**src/rtl/syscall_dispatch_pkg.sv**
```systemverilog
// rtl/syscall_dispatch_pkg.sv - shared encodings for the syscall dispatch front end
//
// Purpose: MIPS field encodings, register numbers and dispatch FSM states
// used by syscall_dispatch and its drain counter.
// Ports: none (package).
package syscall_dispatch_pkg;

  localparam logic [5:0] OP_SPECIAL    = 6'h00;
  localparam logic [5:0] FUNCT_SYSCALL = 6'h0C;
  localparam logic [4:0] REG_V0        = 5'd2;
  localparam logic [4:0] REG_A0        = 5'd4;

  typedef enum logic [1:0] {
    SD_IDLE  = 2'd0,
    SD_DRAIN = 2'd1,
    SD_READ  = 2'd2,
    SD_ISSUE = 2'd3
  } sd_state_t;

  // The 20-bit code field (bits 25:6) plays no part in recognising a syscall.
  function automatic logic is_syscall(input logic [31:0] word);
    return (word[31:26] == OP_SPECIAL) && (word[5:0] == FUNCT_SYSCALL);
  endfunction

endpackage

```
**src/rtl/syscall_dispatch_drain.sv**
```systemverilog
// rtl/syscall_dispatch_drain.sv - saturating drain-wait counter with terminal flag
//
// Purpose: counts cycles spent waiting for older register writes to drain.
// Ports:
//   clk   in   system clock
//   rst_n in   synchronous active-low reset
//   clr   in   return the count to zero
//   en    in   count this cycle
//   hit   out  this enabled cycle is the MAX-th one (count is about to reach MAX)
module sat_drain_counter #(
  parameter int MAX = 16
) (
  input  logic clk,
  input  logic rst_n,
  input  logic clr,
  input  logic en,
  output logic hit
);

  localparam int W = $clog2(MAX + 1);
  localparam logic [W-1:0] LAST = W'(MAX - 1);
  localparam logic [W-1:0] TOP  = W'(MAX);

  logic [W-1:0] count;

  always_ff @(posedge clk) begin
    if (!rst_n) begin
      count <= '0;
    end else if (clr) begin
      count <= '0;
    end else if (en && (count != TOP)) begin
      count <= count + 1'b1;
    end
  end

  // Flag the cycle whose increment lands on MAX so the FSM can leave DRAIN
  // on the same edge the limit is reached.
  assign hit = en && (count == LAST);

endmodule

```
**src/rtl/syscall_dispatch.sv**
```systemverilog
// rtl/syscall_dispatch.sv - detects SYSCALL in decode, drains, reads $v0/$a0, strobes system_call
//
// Purpose: stall the front end on a SYSCALL until older writes retire, fetch
// $v0/$a0 through a dedicated read-port pair and hand them downstream with a
// one-cycle syscall_control strobe.
// Ports:
//   clk, rst_n                 clock, synchronous active-low reset
//   inst, inst_valid           decode-stage instruction and its valid bit
//   wb_busy                    an older register write is still pending
//   rf_raddr_a/b, rf_rdata_a/b register-file read port pair (combinational read)
//   stall                      freeze PC and IF/ID
//   syscall_control            one-cycle strobe to system_call
//   v0, a0, sc_inst            latched operands and syscall word
//   syscall_count              syscalls issued, wrapping
//   drain_timeout              sticky: drain wait hit DRAIN_MAX
module syscall_dispatch
  import syscall_dispatch_pkg::*;
#(
  parameter int DRAIN_MAX = 16,
  parameter int CNT_W     = 16
) (
  input  logic             clk,
  input  logic             rst_n,
  input  logic [31:0]      inst,
  input  logic             inst_valid,
  input  logic             wb_busy,
  output logic [4:0]       rf_raddr_a,
  output logic [4:0]       rf_raddr_b,
  input  logic [31:0]      rf_rdata_a,
  input  logic [31:0]      rf_rdata_b,
  output logic             stall,
  output logic             syscall_control,
  output logic [31:0]      v0,
  output logic [31:0]      a0,
  output logic [31:0]      sc_inst,
  output logic [CNT_W-1:0] syscall_count,
  output logic             drain_timeout
);

  sd_state_t state, state_nxt;
  logic      detect;
  logic      drain_clr, drain_en, drain_hit, set_timeout;

  assign detect = inst_valid && is_syscall(inst);

  sat_drain_counter #(.MAX(DRAIN_MAX)) u_drain (
    .clk   (clk),
    .rst_n (rst_n),
    .clr   (drain_clr),
    .en    (drain_en),
    .hit   (drain_hit)
  );

  always_comb begin
    state_nxt       = state;
    stall           = 1'b0;
    syscall_control = 1'b0;
    rf_raddr_a      = 5'd0;
    rf_raddr_b      = 5'd0;
    drain_clr       = 1'b0;
    drain_en        = 1'b0;
    set_timeout     = 1'b0;
    case (state)
      SD_IDLE: begin
        // Stall in the detect cycle itself so the syscall never leaves decode.
        stall = detect;
        if (detect) begin
          drain_clr = 1'b1;
          state_nxt = SD_DRAIN;
        end
      end
      SD_DRAIN: begin
        stall = 1'b1;
        if (!wb_busy) begin
          state_nxt = SD_READ;
        end else begin
          drain_en = 1'b1;
          if (drain_hit) begin
            set_timeout = 1'b1;
            state_nxt   = SD_READ;
          end
        end
      end
      SD_READ: begin
        stall      = 1'b1;
        rf_raddr_a = REG_V0;
        rf_raddr_b = REG_A0;
        state_nxt  = SD_ISSUE;
      end
      SD_ISSUE: begin
        stall           = 1'b1;
        syscall_control = 1'b1;
        state_nxt       = SD_IDLE;
      end
      default: state_nxt = SD_IDLE;
    endcase
  end

  always_ff @(posedge clk) begin
    if (!rst_n) begin
      state         <= SD_IDLE;
      v0            <= '0;
      a0            <= '0;
      sc_inst       <= '0;
      syscall_count <= '0;
      drain_timeout <= 1'b0;
    end else begin
      state <= state_nxt;
      if (state == SD_IDLE && detect) begin
        sc_inst <= inst;
      end
      if (state == SD_READ) begin
        v0 <= rf_rdata_a;
        a0 <= rf_rdata_b;
      end
      if (state == SD_ISSUE) begin
        syscall_count <= syscall_count + 1'b1;
      end
      if (set_timeout) begin
        drain_timeout <= 1'b1;
      end
    end
  end

endmodule

```
**config.mk**
```make
export PLATFORM = sky130hd
export DESIGN_NAME = syscall_dispatch
export DESIGN_NICKNAME = d
export VERILOG_FILES = /design/src/rtl/syscall_dispatch_pkg.sv /design/src/rtl/syscall_dispatch_drain.sv /design/src/rtl/syscall_dispatch.sv
export SDC_FILE = /design/constraint.sdc
export NUM_CORES = 1
export LEC_CHECK = 0
export CAP_MARGIN = 20
export CORE_ASPECT_RATIO = 0.6
export CORE_UTILIZATION = 37
export CTS_CLUSTER_DIAMETER = 100
export DETAILED_ROUTE_END_ITERATION = 7
export GPL_TIMING_DRIVEN = 0
export HOLD_SLACK_MARGIN = 0.1
export PLACE_DENSITY = 0.76
export SLEW_MARGIN = 20
export SYNTH_ARGS = -nofsm -noshare
export SYNTH_HDL_FRONTEND = slang
export SYNTH_SLANG_ARGS = --single-unit
```
**constraint.sdc**
```tcl
create_clock -name clk -period 1.35 [get_ports clk]
set_input_delay 0.3375 -clock clk [delete_from_list [all_inputs] [get_ports clk]]
set_output_delay 0.3375 -clock clk [all_outputs]
set_load 0.05 [all_outputs]
```
### Word level (Yosys, flattened, before mapping)

Index checks and enable logic that the tools add are counted.

| word-level totals | value |
|---|---|
| register bits | 120 |
| input bits | 100 |
| output and inout port bits | 125 |
| logic and storage cells | 43 |

| cells by class | value |
|---|---|
| add/subtract/negate cells | 2 |
| equal/unequal tests | 8 |
| multiplexer cells | 15 |
| bitwise logic cells | 1 |
| reduce and logical (&&, ||, !) cells | 10 |

Operators by type and width:

| kind | count |
|---|---|
| $add A16 B1 Y16 const B | 1 |
| $mux W1 | 8 |
| $mux W2 | 4 |
| $pmux W2 S4 | 1 |
| $eq A6 B4 Y1 const B | 1 |
| $logic_not A6 Y1 | 1 |
| $add A5 B1 Y5 const B | 1 |
| $eq A5 B4 Y1 const B | 1 |
| $logic_and A1 B1 Y1 | 5 |
| $ne A5 B5 Y1 const B | 1 |
| $eq A2 B2 Y1 const B | 2 |
| $mux W3 | 1 |
| $ne A3 B3 Y1 const B | 1 |
| $reduce_or A3 Y1 | 1 |
| $eq A2 B1 Y1 const B | 1 |
| $logic_not A2 Y1 | 1 |
| $ne A2 B2 Y1 const B | 1 |
| $pmux W1 S2 | 1 |
| $reduce_and A2 Y1 | 1 |
| $reduce_or A2 Y1 | 1 |
| $not A1 Y1 | 1 |

### Longest topological paths before layout

| logic depth | value |
|---|---|
| word-level depth | 6 |
| gate-level depth with buffers | 7 |

### By module

Synthesis repeated with hierarchy kept, for this count alone.

| unflattened totals | value |
|---|---|
| cells, all modules | 474 |
| area total of the unflattened synthesis | 4919.7 µm² |

By module, submodules not included:

| module | instances | cells each | area an instance (µm²) | sequential area each (µm²) |
|---|---|---|---|---|
| syscall_dispatch | 1 | 441 | 4613.2 | 2302.2 |
| sat_drain_counter | 1 | 33 | 306.5 | 100.1 |

### Worst setup path before layout

OpenSTA, ideal clock, no wires.

| timing path | value |
|---|---|
| path type | flip-flop to flip-flop |
| from | register state[0] |
| to | register syscall_count[11] |
| arrival | 1852 ps |
| setup slack | -617 ps |
| cell stages (with the launch flop) | 7 |
| buffers on the path | 1 |
| period minus slack after synthesis | 1967 ps |
| path through | dfxtp_1 ha_1 clkbuf_2 nand4_1 nor4_1 xor2_1 and2_1 |

| on the way | value |
|---|---|
| longest elaborated chain between the ends | 1 |

Ends and longest elaborated chain:

| item | line | source |
|---|---|---|
| from (decl) | syscall_dispatch.sv:40 | `sd_state_t state, state_nxt;` |
| from (signal assigned) | syscall_dispatch.sv:108 | `state <= state_nxt;` |
| $eq A2 B2 Y1 | syscall_dispatch.sv:116 | `if (state == SD_ISSUE) begin` |
| to (signal assigned) | syscall_dispatch.sv:117 | `syscall_count <= syscall_count + 1'b1;` |
| to (decl) | syscall_dispatch.sv:36 | `output logic [CNT_W-1:0] syscall_count,` |

No other way between the ends.
A chain may end at the register's enable or synchronous reset.

### Worst setup path after layout

| timing path | value |
|---|---|
| from | register state[0] |
| to | output port rf_raddr_b[2] |

| on the way | value |
|---|---|
| longest elaborated chain between the ends | 2 |

Ends and longest elaborated chain:

| item | line | source |
|---|---|---|
| $eq A2 B2 Y1 | syscall_dispatch.sv:63 | `case (state)` |
| $mux W3 | syscall_dispatch.sv:63 |  |
| to (decl) | syscall_dispatch.sv:28 | `output logic [4:0] rf_raddr_b,` |

No other way between the ends.

==> metrics <==
status=finished with violations; dpl hpwl=between 10 and 15 mm; Synth top area share=0.495; Port Buffers=215; share of cells above drive strength 1=0.365; H-Tree Depth=4; gpl congestion=0.781; Worst Clk Skew=~0.0077 ns; Tmin final=~1.6 ns; Clock Tree Root=clkbuf_16; leakage power=3.41 nW; ys flop type=dfxtp_1; CTS tree=built; Unique masters post-synth=37; die extent in y=90.8 µm; leading area contributor after synthesis=dfxtp_1; Post-synth top cells=dfxtp_1, mux2i_1, nor2b_1; Req. time, crit path=1.01 ns; worst skew pair latency=0.40 ns; Async SR Flop Fraction=0; final setup fails=110; slowest stage delay, CP=0.39 ns; CTS Buf Count=17; setup repair after global routing missed its margin=yes; CP Class=reg -> out; largest net degree at the start of global routing=17; Pwr Density=974 mW/mm²; CP Data Arrival Time=1.28 ns; # DRC=0; Pwr Total=8.21 mW; CP Launch Type=flop; number of fillers in the final layout=973; DR pass1 iterations=4; Core Region=between 0.01 and 0.015 mm²; crit-path max FO=4; Routed WL per cell=16.2 µm; failing checks=negative setup slack; count leader, synth=dfxtp_1; post-route cell area=0.00844 mm²; Hold Crit Class=in -> reg; num ports=approximately 230; P&R area growth vs syn=73.7%; worst-path cell chain=inv_4, ha_4, buf_6, buf_8; vias in the first global route=around 4400; Mapped Avg Cell Area=10.3 µm²; crit end category=output pin; register area share after synthesis=0.495; DRT Wirelength=about 15 mm; antenna violations before repair=0; total track usage=0.219; setup_tns=-15.88 ns; Layout Nets=849; Slew Viols, Final=0; Clk pin slew, worst setup/hold paths=roughly 0.060 ns; mapped cell area=0.00486 mm²; post-synthesis cell count=470; final hold vios=0; fin crit share=1.20; Via-to-Cell Ratio=4.69; Final ANT Viol Nets=0; worst-margin pin slew=between 0.6 and 0.7 ns; clk buf depth=2; die area=0.0136 mm²; Fmax achieved=a little over 600 MHz; Die X=~150 µm; via count=~4300; maxcap violations=0; Cell Rows=31; synthesized flop and latch total=120; first-pass GRT wire length=about 23 mm; Post-DP Area=0.00744 mm²; Starting Density=0.391; Max IR drop VDD=0.000943 V; diode count=0; clock sinks=120; YS warnings=0; Worst slew margin=0.545; number of synthesized flops with an enable pin=0; DRT iter0 DRCs=101; top post-synthesis cells by area=dfxtp_1, mux2i_1, nor2b_1; Final WS setup=-0.268 ns; global route overflow=0; Critical-path top delay cell=dfxtp_4
## placed cells by master, fill, tap and decap left out, types with 7 or more instances in the layout
master,netlist,final
and2_1,14,12
and3_4,0,11
buf_2,8,10
buf_4,9,94
buf_6,3,20
buf_8,0,8
clkbuf_1,16,15
clkbuf_16,0,17
clkbuf_4,0,29
clkdlybuf4s50_1,0,85
conb_1,1,8
dfxtp_1,120,102
dfxtp_4,0,14
inv_1,10,7
mux2i_1,88,84
nand2_1,50,49
nor2b_1,67,66
xor2_1,9,9
## per-layer routing
layer  vias up  part of all wire  routed length, µm  global-route usage
met2       146              0.47               6910               0.348
met5         -                 0                  0                   0
met4         0             0.014                212              0.0715
met1      2045              0.46               6780               0.285
li1       2097                 -                  -                   -
met3        18             0.064                950              0.0591
## repair_timing
item | 4_1_cts | 5_1_grt
gates resized for setup | 752 | 95
hold endpoints to repair | 0 | 0
gates cloned | 6 | 1
pin swaps | 19 | 23
setup endpoints to repair | 216 | 154
setup buffers | 19 | 7
hold buffers | 0 | 0
## path summary, 6_finish.rpt
path	start	endpoint	slack [ns]	cells after the start
worst max-delay path	state[0]$_SDFFE_PN0P_	rf_raddr_b[2]	-0.27	4
worst max register to register	state[0]$_SDFFE_PN0P_	a0[17]$_SDFFE_PN0P_	-0.26	7
worst min register to register	sc_inst[14]$_SDFFE_PN0P_	sc_inst[14]$_SDFFE_PN0P_	0.46	2
worst min-delay path	rst_n	v0[31]$_SDFFE_PN0P_	0.33	2
## per-stage QoR
step	cells	setup WS (ns)	util	hold WS (ns)
finish	918	-0.268	0.680	0.330
global route	918	-0.297	0.680	0.362
CTS	912	-0.271	0.656	0.330
detailed placement	857	-1.23	0.600	0.452
global placement	857	-1.22	0.600	0.442
floorplan	477	-0.248	-	0.472
## final cells by class
cell class / instances / area (µm²) / share of cell area
buffer: 35 / 315 / 0.0374
clock buffer: 17 / 425 / 0.0504
clock inverter: 15 / 130 / 0.0154
inverter: 10 / 45.0 / 0.00534
multi-input combinational: 311 / 2600 / 0.308
sequential: 120 / 2460 / 0.292
tap: 165 / 206 / 0.0245
timing repair buffer: 245 / 2250 / 0.267
## report_power, final
group / internal (mW) / switching, mW
Combinational: 0.313 / 0.197
Sequential: 3.52 / 0.00126
Clock: 2.53 / 1.66
Total: 6.35 / 1.86
## flip-flops by register name, indices dropped and copies added (netlist names)
name,cells
a0,32
sc_inst,32
v0,32
syscall_count,16
u_drain.count,5
state,2
drain_timeout,1
## kinds of logic (layout without fill, tap and decap cells)
kind of cell | count (synthesis) | in the layout | share of synthesized area
simple gates | 177 | 178 | 0.206
compound gates | 13 | 13 | 0.0165
other cells | 1 | 8 | 0.000772
fa+ha+maj | 9 | 9 | 0.0232
buf+inv | 47 | 322 | 0.0502
mux | 88 | 88 | 0.181
flops | 120 | 120 | 0.495
xor+xnor | 15 | 15 | 0.0270
## worst max-delay path: cells and delay by family (launching register included)
family | cells | cell delay [ns]
flops | 1 | 0.39
fa+ha+maj | 1 | 0.18
buf+inv | 3 | 0.32
(Power assumes the default switching activity.)
